==> config.mk <==
export PLATFORM = sky130hd
export DESIGN_NAME = master_arbiter_link
export DESIGN_NICKNAME = d
export VERILOG_FILES = /design/src/rtl/arbiter_pkg.sv /design/src/rtl/link_cmd_rx.sv /design/src/rtl/master_arbiter_link.sv
export SDC_FILE = /design/constraint.sdc
export NUM_CORES = 1
export LEC_CHECK = 0
export ABC_AREA = 1
export CORE_ASPECT_RATIO = 1.5
export CORE_MARGIN = 2
export CORE_UTILIZATION = 60
export CTS_BUF_LIST = sky130_fd_sc_hd__clkbuf_2 sky130_fd_sc_hd__clkbuf_4 sky130_fd_sc_hd__clkbuf_8
export DETAILED_ROUTE_END_ITERATION = 7
export PLACE_DENSITY = 0.93
export REMOVE_ABC_BUFFERS = 1
export SYNTH_ARGS = -nofsm -noshare
export SYNTH_HDL_FRONTEND = slang
export SYNTH_HIERARCHICAL = 1
export SYNTH_SLANG_ARGS = --single-unit
==> constraint.sdc <==
create_clock -name clk -period 1.8 [get_ports clk]
set_clock_uncertainty 0.05 [all_clocks]
set_input_delay 0.18 -clock clk [delete_from_list [all_inputs] [get_ports clk]]
set_output_delay 0.18 -clock clk [all_outputs]
set_load 0.02 [all_outputs]
==> src/rtl/arbiter_pkg.sv <==
// arbiter_pkg: frame codes, command codes and TX states for the master/arbiter serial link
package arbiter_pkg;
    typedef enum logic [1:0] {REQ = 2'b01, DONE = 2'b10} tx_code_t;
    typedef enum logic [1:0] {START = 2'b01, STOP = 2'b10} arb_cmd_t;
    localparam logic START_BIT = 1'b1;
    localparam int CMD_LEN = 3;
    typedef enum logic [2:0] {IDLE, SEND_REQ, WAIT_GRANT, GRANTED, SEND_DONE} tx_state_t;
endpackage

==> src/rtl/link_cmd_rx.sv <==
// link_cmd_rx: 3-bit command deserializer, cmd_valid is high during the last command bit
module link_cmd_rx
    import arbiter_pkg::*;
(
    input  logic       clk,
    input  logic       rstN,
    input  logic       port_in,
    output logic       cmd_valid,
    output logic [1:0] cmd
);
    typedef enum logic [1:0] {RX_IDLE, RX_B1, RX_B0} rx_state_t;
    rx_state_t state, state_next;
    logic msb;
    always_ff @(posedge clk) begin
        if (!rstN) begin
            state <= RX_IDLE;
            msb   <= 1'b0;
        end else begin
            state <= state_next;
            if (state == RX_B1) msb <= port_in;
        end
    end
    always_comb begin
        state_next = state == RX_IDLE ? (port_in == START_BIT ? RX_B1 : RX_IDLE)
                   : state == RX_B1   ? RX_B0 : RX_IDLE;
    end
    // Decoding on the final bit lets the owner register the effect at t+3
    assign cmd_valid = state == RX_B0;
    assign cmd       = {msb, port_in};
endmodule

==> src/rtl/master_arbiter_link.sv <==
// master_arbiter_link: master-side serial link to the bus arbiter (REQ/DONE out, START/STOP in)
module master_arbiter_link
    import arbiter_pkg::*;
#(
    parameter int NO_SLAVES  = 3,
    parameter int S_ID_WIDTH = $clog2(NO_SLAVES + 1),
    parameter int TIMEOUT    = 1024
) (
    input  logic                  clk,
    input  logic                  rstN,
    input  logic                  port_in,
    output logic                  port_out,
    input  logic                  req,
    input  logic [S_ID_WIDTH-1:0] slave_id,
    input  logic                  done,
    output logic                  granted,
    output logic                  preempted,
    output logic                  busy,
    output logic                  proto_err
);
    localparam int F  = 3 + S_ID_WIDTH;
    localparam int BW = $clog2(F);
    localparam int TW = TIMEOUT > 0 ? $clog2(TIMEOUT + 1) : 1;
    tx_state_t state, state_next;
    logic [F-1:0]          sh, sh_next;
    logic [BW-1:0]         bcnt, bcnt_next;
    logic [TW-1:0]         tcnt, tcnt_next;
    logic [S_ID_WIDTH-1:0] id, id_next;
    logic pend, pend_next, pre_next, err_next;
    logic cmd_valid, is_start, is_stop, is_rsvd, last, timed_out;
    logic [1:0] cmd;

    link_cmd_rx u_rx (
        .clk       (clk),
        .rstN      (rstN),
        .port_in   (port_in),
        .cmd_valid (cmd_valid),
        .cmd       (cmd)
    );

    assign is_start  = cmd_valid && cmd == START;
    assign is_stop   = cmd_valid && cmd == STOP;
    assign is_rsvd   = cmd_valid && (cmd == 2'b00 || cmd == 2'b11);
    assign last      = bcnt == BW'(F - 1);
    assign timed_out = TIMEOUT != 0 && tcnt == TW'(TIMEOUT - 1);

    always_ff @(posedge clk) begin
        if (!rstN) begin
            state     <= IDLE;
            sh        <= '0;
            bcnt      <= '0;
            tcnt      <= '0;
            id        <= '0;
            pend      <= 1'b0;
            preempted <= 1'b0;
            proto_err <= 1'b0;
        end else begin
            state     <= state_next;
            sh        <= sh_next;
            bcnt      <= bcnt_next;
            tcnt      <= tcnt_next;
            id        <= id_next;
            pend      <= pend_next;
            preempted <= pre_next;
            proto_err <= err_next;
        end
    end

    always_comb begin
        state_next = state;
        sh_next    = sh;
        bcnt_next  = bcnt;
        tcnt_next  = tcnt;
        id_next    = id;
        pend_next  = pend;
        pre_next   = 1'b0;
        // START is legitimate while waiting or while (re)sending the request
        err_next   = is_rsvd || (is_start && state != WAIT_GRANT && state != SEND_REQ);
        case (state)
            IDLE: if (req) begin
                state_next = SEND_REQ;
                id_next    = slave_id;
                sh_next    = {START_BIT, REQ, slave_id};
                bcnt_next  = '0;
            end
            SEND_REQ: begin
                sh_next   = sh << 1;
                bcnt_next = bcnt + 1'b1;
                pend_next = pend | is_start;
                if (last) begin
                    state_next = (pend || is_start) ? GRANTED : WAIT_GRANT;
                    tcnt_next  = '0;
                    pend_next  = 1'b0;
                end
            end
            WAIT_GRANT: begin
                if (is_start) state_next = GRANTED;
                else if (timed_out) begin
                    state_next = SEND_REQ;
                    sh_next    = {START_BIT, REQ, id};
                    bcnt_next  = '0;
                end else if (tcnt != TW'(TIMEOUT)) tcnt_next = tcnt + 1'b1;
            end
            GRANTED: begin
                if (is_stop) begin
                    state_next = IDLE;
                    pre_next   = 1'b1;
                end else if (done) begin
                    state_next = SEND_DONE;
                    sh_next    = {START_BIT, DONE, {S_ID_WIDTH{1'b0}}};
                    bcnt_next  = '0;
                end
            end
            SEND_DONE: begin
                sh_next   = sh << 1;
                bcnt_next = bcnt + 1'b1;
                if (last) state_next = IDLE;
            end
            default: state_next = IDLE;
        endcase
    end

    assign port_out = (state == SEND_REQ || state == SEND_DONE) && sh[F-1];
    assign granted  = state == GRANTED;
    assign busy     = state != IDLE;
endmodule

# Yosys cells after proc, flatten, opt, wreduce, memory -nomap -nowiden
# Cells that the tools add are included.
# totals
register_bits	30
in_bits	7
out_inout_bits	5
word_cells	91
# op_classes
addsub	2
eq_ne	25
muxes	31
bitwise	1
reduce_logical	22
# op_table
cell	n
$mux 11	4
$mux 3	12
$mux 5	5
$pmux 11 s2	1
$pmux 5 s4	1
$ne 2x2->1 const B	9
$pmux 3 s5	1
$pmux 3 s4	1
$add 11x1->11 const B	1
$eq 11x10->1 const B	1
$ne 11x11->1 const B	1
$reduce_and 5->1	2
$eq 2x2->1 const B	3
$eq 3x2->1 const B	2
$eq 3x3->1 const B	2
$logic_and 1x1->1	6
$ne 3x2->1 const B	2
$reduce_and 6->1	1
$eq 2x1->1 const B	2
$logic_not 2->1	2
$logic_or 1x1->1	4
$mux 1	4
$mux 2	2
$reduce_and 2->1	2
10 further kinds	10

# Depth between registers and ports, before layout
# depth
ltp_word	6
ltp_mapped	11

# By module
# The synthesis kept the hierarchy.
# modules_own_cells
mod	n_inst	cells_each	area_each_um2
master_arbiter_link	1	239	1597.8
link_cmd_rx	1	15	125.1

# Worst setup path before layout
# No wires, ideal clock.
# synth_timing
path_kind	register -> register
start	register tcnt[0]
end	register sh[1]
setup_ns	0.112
arrival_ns	1.325
slack_ns	0.313
path_stages_with_launch	10
n_path_buf	1
synth_period_minus_slack_ns	1.487
cell_sequence	dfxtp_1 ha_1 nand2_2 nor2_4 nand3_2 nand2_1 nand4_2 buf_6 nor2_1 nor2_1
# synth_via
elab_chain_len	3
# synth_lines
element	line_no	source
from (decl)	master_arbiter_link.sv:27	logic [TW-1:0] tcnt, tcnt_next;
from (signal assigned)	master_arbiter_link.sv:61	tcnt <= tcnt_next;
$eq 11x10->1	master_arbiter_link.sv:45	assign timed_out = TIMEOUT != 0 && tcnt == TW'(TIMEOUT - 1);
$ne 2x2->1 (no source line)	n/a	
$reduce_and 6->1 (no source line)	n/a	
to (signal assigned)	master_arbiter_link.sv:59	sh <= sh_next;
to (decl)	master_arbiter_link.sv:25	logic [F-1:0] sh, sh_next;
# No other way between the ends.
# A chain may end at the register's enable or synchronous reset.

# Worst setup path in the final report
# layout_timing
start	input port_in
end	register sh[1]
# layout_via
elab_chain_len	4
word_cells_on_any_way	7
classes_between	4 x eq/ne; 3 x reduce/logical
# layout_lines
element	line_no	source
from (decl)	master_arbiter_link.sv:11	input logic port_in,
$eq 2x1->1 or $eq 2x2->1 (tied branches)	master_arbiter_link.sv:41, master_arbiter_link.sv:42	
$logic_and 1x1->1 (on tied branches)	master_arbiter_link.sv:41, master_arbiter_link.sv:42	
$ne 2x2->1 (no source line)	n/a	
$reduce_and 6->1 (no source line) *	n/a	
# Mark *: on every way between the ends. The rest lies on a longest branch, timed or not.

==> flow_summary.yaml <==
outcome:
  status: "finished, final reports clean"
die:
  die_h_um: 69.6
  coreArea_um2: 2710
  placementRows: 23
  io_pins: 12
  die_w_um: 47.8
  start_util_pct: 63.7
  design.die.area_um2: 3330
power_and_ir_drop:
  p_per_area_nw_per_um2: 1370
  sequentialPowerShare_pct: 32.4
  vdd_ir_drop_max_v: 0.00130
  combPwrFrac_pct: 47.3
  p_leak_uw: 0.000880
  pwr-share-clk_pct: 20.4
  swShare_pct: 43.6
  p_switching_uw: 1220
  internal_power_uw: 1570
final_layout:
  fin_nets: 289
  antenna_cells: 0
  layout-drive-gt1-share_pct: 19.1
  final_cell_mix: "nand2_1, nor2_1, dfxtp_1"
  final_area_um2: 2040
  instances_no_fill: 314
  final_common_cell: "nand2_1"
  syn_to_final_growth_pct: 18.4
clock_tree:
  cts-htree-levels: 2
  cts_buffers: 5
  cts_hold_buf: 0
  clockBufferDepth: 2
  cts_sinks: 30
  insertion_delay_ns: 0.28
  ctsRootBufferMaster: "clkbuf_8"
  cts_tree: "yes"
  postCtsSetupRepairBufs: 0
  clk_pin_slew_ns: 0.06
critical_path:
  cp-end-kind: "flop"
  worst_ep_arrival_time_ns: 1.87
  cp_max_fo: 6
  required_ns: 1.93
  cpPeakStageDelay_ns: 0.50
  worstSetupPathType: "input port to flop"
  start_kind: "input port"
  crit_chain: "clkdlybuf4s50_1, inv_1, ha_1, nand2_1, a21oi_1, nor2_1, nand4_2, nor2_1, nor2_1"
  critical_path.slowest_cell: "clkdlybuf4s50_1"
  cpMostUsedCell: "nor2_1"
timing:
  final_hold_viol_count: 0
  period_minus_slack_ns: 1.74
  tightest_slew_ns: 0.383
  relSlewSlack_pct: 74.4
  setup_viol: 0
  drv_slew: 0
  max_clock_freq_ghz: 0.574
  final.setup.tns_ns: 0
  fin_ws_ns: 0.0576
  timing.final.crit_share_pct: 96.8
placement:
  placed_cells: 305
  detailedPlace.worstSlack_ns: -0.119
  gp_congestion: 0.920
  hpwlAfterDp_mm: 3.05
  io_buffers: 11
  postPlaceCellArea_um2: 1910
worst_hold_path:
  min-delay-path-class: "flop to flop"
synthesis:
  synthCells: 254
  yosysUniqueCellTypes: 33
  synth_area_per_cell_um2: 6.78
  async_reset_ff_share_pct: 0
  netlist_area_um2: 1720
  ys_ff_latch: 30
  ys.flop_type: "dfxtp_1"
  yosys_warnings: 6
  synth-edff-count: 0
  synth.yosys.seq_area_share_pct: 34.9
global_routing:
  grt_pass1_wl_mm: 6.97
  antenna_found_initial: 0
  grt_pass1_vias: 1709
  grt_use_total_pct: 28.3
  grt_max_degree: 18
  overflow: 0
detailed_routing:
  drt-vias-per-instance: 5.63
  drc: 0
  top_layer: "met4"
  wl_per_cell_um: 14.0
  met3WireLength_um: 256
  drt_wl_total_mm: 4.39
  met2_length_mm: 2.38
  ant_nets: 0
  drtIter0Drc: 54
  vias: 1767
  m1WireLength_mm: 1.54
  first_pass_iters: 5
run:
  cap_viol_max_count: 0
[logic make-up after synthesis]
family	share of synthesized area (%)
XOR/XNOR	1.02
AND/OR/NAND/NOR	39.1
AO/OA/AOI/OAI	10.9
flip-flops	34.9
adder cells (fa/ha/maj)	4.36
buffers and inverters	9.73
[power groups by stage]
stage               clock network (µW)  registers (µW)  logic, µW
global placement                     0             888       1140
finish                             569             903       1320
global route                       605             903       1440
detailed placement                   0             896       1210
floorplan                            0             876        839
CTS                                581             889       1220
[per-stage QoR]
| step | util [%] | total power (µW) | hold slack (ns) |
|---|---|---|---|
| 2_1_floorplan | - | 1720 | 0.248 |
| 3_3_place_gp | 70.6 | 2030 | 0.384 |
| 3_5_place_dp | 70.6 | 2110 | 0.393 |
| 4_1_cts | 74.2 | 2690 | 0.402 |
| 5_1_grt | 75.4 | 2940 | 0.411 |
| 6_report | 75.4 | 2790 | 0.404 |
[metal layers]
layer | GRT usage, % | vias up
met5 | 0 | -
met4 | 16.5 | 0
met3 | 7.55 | 26
met2 | 47.0 | 74
met1 | 29.3 | 807
li1 | - | 860
[synthesized netlist by cell type (2+ instances only)]
cell,number,area share (%)
nand2_1,62,14
dfxtp_1,30,35
nor2_1,29,6.3
a21oi_1,23,6.7
inv_1,23,5.0
nand3_1,22,6.4
o21ai_0,10,2.9
inv_2,9,2.0
ha_1,6,4.4
nand3_2,4,2.3
nor2_2,4,1.5
nand2_2,3,1.1
nor3_1,3,0.87
buf_2,2,0.58
buf_4,2,0.87
clkbuf_1,2,0.44
nand4_1,2,0.73
nor3b_1,2,0.87
xor2_1,2,1.0
[sequential cells by signal (all words and copies together) (netlist names)]
register and count:
pend 1, tcnt 11, bcnt 3, id 2, preempted 1, u_rx/state 2, proto_err 1, u_rx/msb 1
sh 5, state 3
[what timing repair did]
item	4_1_cts	5_1_grt
pin swaps	0	1
cloned	0	1
gates resized for setup	5	5
endpoints found under the setup margin	2	8
[critical path: cells and delay by family]
kind / cells / cell delay (ns)
adder cells (fa/ha/maj): 1 / 0.19
AO/OA/AOI/OAI: 1 / 0.07
buffers and inverters: 2 / 0.56
AND/OR/NAND/NOR: 5 / 0.87
[path summary, 6_finish.rpt]
check,startpoint,endpoint,slack (ns),cells after the start
worst max-delay path,port_in,sh[1],0.06,9
worst min-delay path,u_rx/state[1],u_rx/state[0],0.40,1
worst max register to register,tcnt[0],tcnt[7],0.10,10
worst min register to register,u_rx/state[1],u_rx/state[0],0.40,1
[final cells by class]
| cell class | count | area [µm²] |
|---|---|---|
| Timing Repair Buffer | 21 | 183 |
| Tap cell | 37 | 46.3 |
| Clock buffer | 7 | 90.1 |
| Sequential cell | 30 | 606 |
| Multi-Input combinational cell | 185 | 986 |
| Fill cell | 210 | 666 |
| Inverter | 33 | 124 |
| Clock inverter | 1 | 5.00 |
(Power assumes the default switching activity.)
